===== src/rtl/prog_mem_arbiter_pkg.sv =====
// Shared definitions for the program-memory arbiter: state encoding, owner
// constants and the round-robin grant function.
package arb_pkg;

   // Arbiter states
   localparam logic [2:0] ST_IDLE    = 3'd0;
   localparam logic [2:0] ST_ISSUE   = 3'd1;
   localparam logic [2:0] ST_WAIT    = 3'd2;
   localparam logic [2:0] ST_CAPTURE = 3'd3;
   localparam logic [2:0] ST_DONE    = 3'd4;

   // Requester identities as seen on the owner output
   localparam logic OWN_CPU = 1'b0;
   localparam logic OWN_DMA = 1'b1;

   // Pick the winner of one arbitration round. Under contention the requester
   // that was not granted last time wins, so neither side can starve.
   function automatic logic pick_owner(input logic cpu_req,
                                       input logic dma_req,
                                       input logic last_owner);
      if (cpu_req && dma_req)
         return (last_owner == OWN_CPU) ? OWN_DMA : OWN_CPU;
      else if (dma_req)
         return OWN_DMA;
      else
         return OWN_CPU;
   endfunction

endpackage


===== src/rtl/prog_mem_arbiter_rd_lat_cnt.sv =====
// Read-latency down-counter. Loaded with RD_LAT-1 while the arbiter issues a
// read, decremented in WAIT; 'expired' marks the last WAIT cycle.
module rd_lat_cnt #(
   parameter int RD_LAT = 1
) (
   input  logic clk,
   input  logic reset,
   input  logic load,
   input  logic dec,
   output logic expired
);

   logic [2:0] cnt;

   // Load on issue, count down while waiting for read data
   always_ff @(posedge clk) begin
      // NOTE: sequential state uses non-blocking assignments so every register
      // samples pre-edge values, independent of statement order.
      if (reset)
         cnt <= 3'd0;
      else if (load)
         cnt <= 3'(RD_LAT - 1);
      else if (dec && (cnt != 3'd0))
         cnt <= cnt - 3'd1;
   end

   assign expired = (cnt == 3'd1);

endmodule


===== src/rtl/prog_mem_arbiter.sv =====
// Program-memory data-port arbiter between the CPU data path and the DMA
// flash-to-RAM copy engine. One access at a time, round-robin under
// contention, one-cycle ready pulse per requester.
// Optional feature: define ARB_STALL_CNT_EN to add the 16-bit saturating
// cpu_stall_cnt output (CPU cycles spent waiting on DMA).
module prog_mem_arbiter
   import arb_pkg::*;
#(
   parameter int ADDR_W = 30,
   parameter int DATA_W = 32,
   parameter int RD_LAT = 1
) (
   input  logic              clk,
   input  logic              reset,
   input  logic              cpu_ren,
   input  logic              cpu_wen,
   input  logic [ADDR_W-1:0] cpu_addr,
   input  logic [DATA_W-1:0] cpu_wdata,
   input  logic [3:0]        cpu_be,
   output logic [DATA_W-1:0] cpu_rdata,
   output logic              cpu_ready,
   input  logic              dma_ren,
   input  logic              dma_wen,
   input  logic [ADDR_W-1:0] dma_addr,
   input  logic [DATA_W-1:0] dma_wdata,
   input  logic [3:0]        dma_be,
   output logic [DATA_W-1:0] dma_rdata,
   output logic              dma_ready,
   output logic              mem_ren,
   output logic              mem_wen,
   output logic [ADDR_W-1:0] mem_addr,
   output logic [DATA_W-1:0] mem_wdata,
   output logic [3:0]        mem_be,
   input  logic [DATA_W-1:0] mem_rdata,
`ifdef ARB_STALL_CNT_EN
   output logic [15:0]       cpu_stall_cnt,
`endif
   output logic              owner
);

   logic [2:0]        state;
   logic              last_owner;
   logic              is_write;
   logic              cpu_req;
   logic              dma_req;
   logic              grant;
   logic              sel_write;
   logic [ADDR_W-1:0] sel_addr;
   logic [DATA_W-1:0] sel_wdata;
   logic [3:0]        sel_be;
   logic              lat_expired;

   assign cpu_req = cpu_ren | cpu_wen;
   assign dma_req = dma_ren | dma_wen;
   assign grant   = pick_owner(cpu_req, dma_req, last_owner);

   // Route the winning requester's fields; ren+wen together counts as a write
   always_comb begin
      // NOTE: every output of a combinational block gets a default first, so
      // no path can leave it unassigned and infer a latch.
      sel_write = cpu_wen;
      sel_addr  = cpu_addr;
      sel_wdata = cpu_wdata;
      sel_be    = cpu_be;
      if (grant == OWN_DMA) begin
         sel_write = dma_wen;
         sel_addr  = dma_addr;
         sel_wdata = dma_wdata;
         sel_be    = dma_be;
      end
   end

   rd_lat_cnt #(
      .RD_LAT (RD_LAT)
   ) u_rd_lat_cnt (
      .clk     (clk),
      .reset   (reset),
      .load    (state == ST_ISSUE),
      .dec     (state == ST_WAIT),
      .expired (lat_expired)
   );

   // Access sequencer: arbitrate, issue one strobe, wait/capture, pulse ready
   always_ff @(posedge clk) begin
      if (reset) begin
         state      <= ST_IDLE;
         owner      <= OWN_CPU;
         last_owner <= OWN_DMA;
         is_write   <= 1'b0;
         mem_ren    <= 1'b0;
         mem_wen    <= 1'b0;
         mem_addr   <= '0;
         mem_wdata  <= '0;
         mem_be     <= 4'h0;
         cpu_rdata  <= '0;
         dma_rdata  <= '0;
         cpu_ready  <= 1'b0;
         dma_ready  <= 1'b0;
      end else begin
         mem_ren   <= 1'b0;
         mem_wen   <= 1'b0;
         cpu_ready <= 1'b0;
         dma_ready <= 1'b0;
         case (state)
            ST_IDLE: begin
               if (cpu_req || dma_req) begin
                  owner      <= grant;
                  last_owner <= grant;
                  is_write   <= sel_write;
                  mem_wen    <= sel_write;
                  mem_ren    <= ~sel_write;
                  mem_addr   <= sel_addr;
                  mem_wdata  <= sel_wdata;
                  mem_be     <= sel_be;
                  state      <= ST_ISSUE;
               end
            end
            ST_ISSUE: begin
               if (is_write) begin
                  cpu_ready <= (owner == OWN_CPU);
                  dma_ready <= (owner == OWN_DMA);
                  state     <= ST_DONE;
               end else if (RD_LAT == 1) begin
                  state <= ST_CAPTURE;
               end else begin
                  state <= ST_WAIT;
               end
            end
            ST_WAIT: begin
               if (lat_expired)
                  state <= ST_CAPTURE;
            end
            ST_CAPTURE: begin
               if (owner == OWN_DMA)
                  dma_rdata <= mem_rdata;
               else
                  cpu_rdata <= mem_rdata;
               cpu_ready <= (owner == OWN_CPU);
               dma_ready <= (owner == OWN_DMA);
               state     <= ST_DONE;
            end
            ST_DONE: begin
               state <= ST_IDLE;
            end
            default: begin
               state <= ST_IDLE;
            end
         endcase
      end
   end

`ifdef ARB_STALL_CNT_EN
   logic cpu_stalled;

   // CPU is held off when DMA owns a running access or wins the current round
   assign cpu_stalled = cpu_req &&
                        (((state != ST_IDLE) && (owner == OWN_DMA)) ||
                         ((state == ST_IDLE) && dma_req && (grant == OWN_DMA)));

   // Saturating count of CPU cycles lost to DMA
   always_ff @(posedge clk) begin
      if (reset)
         cpu_stall_cnt <= 16'h0000;
      else if (cpu_stalled && (cpu_stall_cnt != 16'hFFFF))
         cpu_stall_cnt <= cpu_stall_cnt + 16'h0001;
   end
`endif

endmodule


===== config.mk =====
export PLATFORM = sky130hd
export DESIGN_NAME = prog_mem_arbiter
export DESIGN_NICKNAME = d
export VERILOG_FILES = /design/src/rtl/prog_mem_arbiter_pkg.sv /design/src/rtl/prog_mem_arbiter_rd_lat_cnt.sv /design/src/rtl/prog_mem_arbiter.sv
export SDC_FILE = /design/constraint.sdc
export NUM_CORES = 1
export LEC_CHECK = 0
export CORE_UTILIZATION = 44
export DETAILED_ROUTE_END_ITERATION = 10
export MAX_ROUTING_LAYER = met4
export PLACE_DENSITY = 0.95
export SYNTH_ARGS = -nofsm -noshare
export SYNTH_HDL_FRONTEND = slang
export SYNTH_SLANG_ARGS = --single-unit

===== constraint.sdc =====
create_clock -name clk -period 3.5 [get_ports clk]
set_input_delay 0.7 -clock clk [delete_from_list [all_inputs] [get_ports clk]]
set_output_delay 0.7 -clock clk [all_outputs]
set_load 0.05 [all_outputs]

==> impl_metrics.tcl <==
set metrics [dict create \
    start_util_pct 45.7 \
    clock.fmax_mhz 387 \
    switching_power_mw 2.43 \
    portBuffers 304 \
    drc 0 \
    overflow 0 \
    htreeDepth 4 \
    grtUsageTotal_pct 29.2 \
    drt-total-wl_um 21000 \
    synth_area_leader_cell "dfxtp_1" \
    postSynthAreaPerCell_um2 8.33 \
    hold_violations 0 \
    clkLatencyLatePin_ns 0.41 \
    post_drt_wl_per_cell_um 17.8 \
    min_period_ns 2.58 \
    drv_cap 0 \
    numCtsBuffers 17 \
    end_kind "flip-flop" \
    dr.pass1.iters 4 \
    powerDensity_nw_per_um2 637 \
    setup_viol 0 \
    grt_pass1_vias 6486 \
    worstPathArrival_ns 2.85 \
    place_area_um2 9230 \
    final_core_utilization_pct 72.9 \
    coreArea_um2 13500 \
    seq_area_um2 2860 \
    drt_iter0_markers 518 \
    grt_pass1_wl_um 32100 \
    place.detailed.hpwl_um 14600 \
    diodes 0 \
    synth_common_cells "dfxtp_1, a21oi_1, nand2_1" \
    gp_congestion 0.854 \
    tightest_slew_ns 0.743 \
    final_area_um2 9800 \
    multi_input_area_um2 2940 \
    p_clk_share_pct 27.7 \
    synthCells 738 \
    maxSlewViolCount 0 \
    startpoint_type "primary input" \
    yosysUniqueCellTypes 37 \
    yosys.cell_count.top_type "dfxtp_1" \
    synth_edf_count 0 \
    nFillCells 932 \
    fin_crit_sh_pct 73.8 \
    netlist_area_um2 6150 \
    ys_seq_area_share_pct 46.6 \
    hold_slack_ns 0.453 \
    sw_frac_of_total_pct 38.9 \
    rsz0062_at_grt "no" \
    area_growth_syn_to_layout_pct 59.5 \
    antenna_found_initial 0 \
    vias_per_cell 5.73 \
    drtAntennaViolNets 0 \
    vias 6759 \
    nets 1163 \
    clk_pin_slew_worst_paths_ns 0.06 \
    synth_area_leaders "dfxtp_1, a21oi_1, a311oi_1, nand3b_1, nand2_1" \
    dieArea_um2 14400 \
    cts_resized 0 \
    ys_async_sr_fraction_pct 0 \
    irDropWorstVdd_uv 428 \
    dieWidth_um 120 \
    yosys_most_used_dff "dfxtp_1" \
    hold_class "reg2reg" \
    cts_tree "yes" \
    p_total_mw 6.25 \
    required_ns 3.76 \
    setup_tns_ns 0 \
    cts_buffer_depth 2 \
    skew_ns 0.00692 \
    clockRootBuffer "clkbuf_16" \
    hold_buffers 0 \
    p_seq_share_pct 32.7 \
    ios 305 \
    final_layout_size_suffix_gt1_share_pct 5.18 \
    post_cts_buffers 0 \
    relSlewSlack_pct 50.5 \
    critPathKind "in2reg" \
    p_leak_nw 3.27 \
    ys_ff_latch 143 \
    synth.top_cell.area_share_pct 46.6 \
    status "finished clean" \
    die_h_um 120 \
    cts.sinks 143 \
    p_int_mw 3.81 \
    path_max_fanout 64 \
    pwr-share-comb_pct 39.6 \
    yosys_warnings 0 \
    num_rows 42 \
    syn_nets 911 \
    grt_max_degree 134 \
]
==> sequential cells by signal, indices dropped and copies added, names as in the netlist <==
signal            cells
cpu_rdata            32
cpu_ready             1
dma_rdata            32
dma_ready             1
is_write              1
last_owner            1
mem_addr             30
mem_be                4
mem_ren               1
mem_wdata            32
mem_wen               1
owner                 1
state                 3
u_rd_lat_cnt.cnt      3
==> final timing paths <==
check                      from             to  slack, ns  cells after the start
setup reg to reg       state[2]  mem_wdata[29]       1.51                      4
hold reg to reg   dma_rdata[26]  dma_rdata[26]       0.45                      2
hold / removal    dma_rdata[26]  dma_rdata[26]       0.45                      2
setup / recovery        cpu_wen  mem_wdata[10]       0.92                      5
==> worst max-delay path, stage by stage <==
cell and delay [ns]:
clkdlybuf4s50_1 0.54, or4_2 0.78, buf_4 0.37, a21oi_1 0.32, a311oi_1 0.10
==> through the flow <==
stage	setup WS, ns	cells
final	0.917	1179
after global routing	0.904	1179
after CTS	0.980	1179
after detailed placement	0.533	1147
after global placement	0.649	1147
after floorplan	1.58	738
==> power by group through the flow <==
stage / Sequential [mW] / Clock [mW] / Combinational [mW]
after CTS: 2.04 / 1.76 / 2.47
after detailed placement: 2.07 / 0 / 2.47
after global routing: 2.07 / 1.84 / 2.59
after global placement: 2.06 / 0 / 2.42
after floorplan: 2.85 / 0 / 0.775
final: 2.04 / 1.73 / 2.47
==> placed cells by master (no fill, tap or decap), types with 2 or more instances in the layout <==
master and count:
inv_1 4, buf_4 8, clkinv_2 5, clkinvlp_4 4
buf_12 5, nand3b_1 67, dfxtp_1 143, bufinv_16 2
nor2b_1 2, a21oi_1 137, nand3_1 2, o21ai_0 71
nand2_1 129, inv_6 2, clkbuf_16 17, clkdlybuf4s50_1 303
or3_1 4, nor2_4 2, nand2b_1 2, a311oi_1 66
ha_1 3, nor3_1 3
==> cell type report <==
class,count,share of cell area [%]
Inverter,4,0.153
Clock inverter,14,1.44
Tap cell,176,2.25
Timing Repair Buffer,316,32.6
Clock buffer,18,4.38
Multi-Input combinational cell,508,30.0
Sequential cell,143,29.2
==> layer usage <==
layer	global-route usage [%]	vias to the layer above	wire, µm
met1	31.1	3145	7580
met2	48.0	365	10300
met4	18.2	0	1180
li1	-	3175	-
met3	8.21	74	1900
met5	-	-	0
==> cells by family after synthesis <==
kind of cell               synth area share (%)
AOI/OAI and AO/OA                          27.2
and+or+nand+nor                            19.3
DFF                                        46.6
buffers and inverters                      6.33
adders and majority gates                 0.611
No activity file was read; power rests on OpenSTA's default activity.
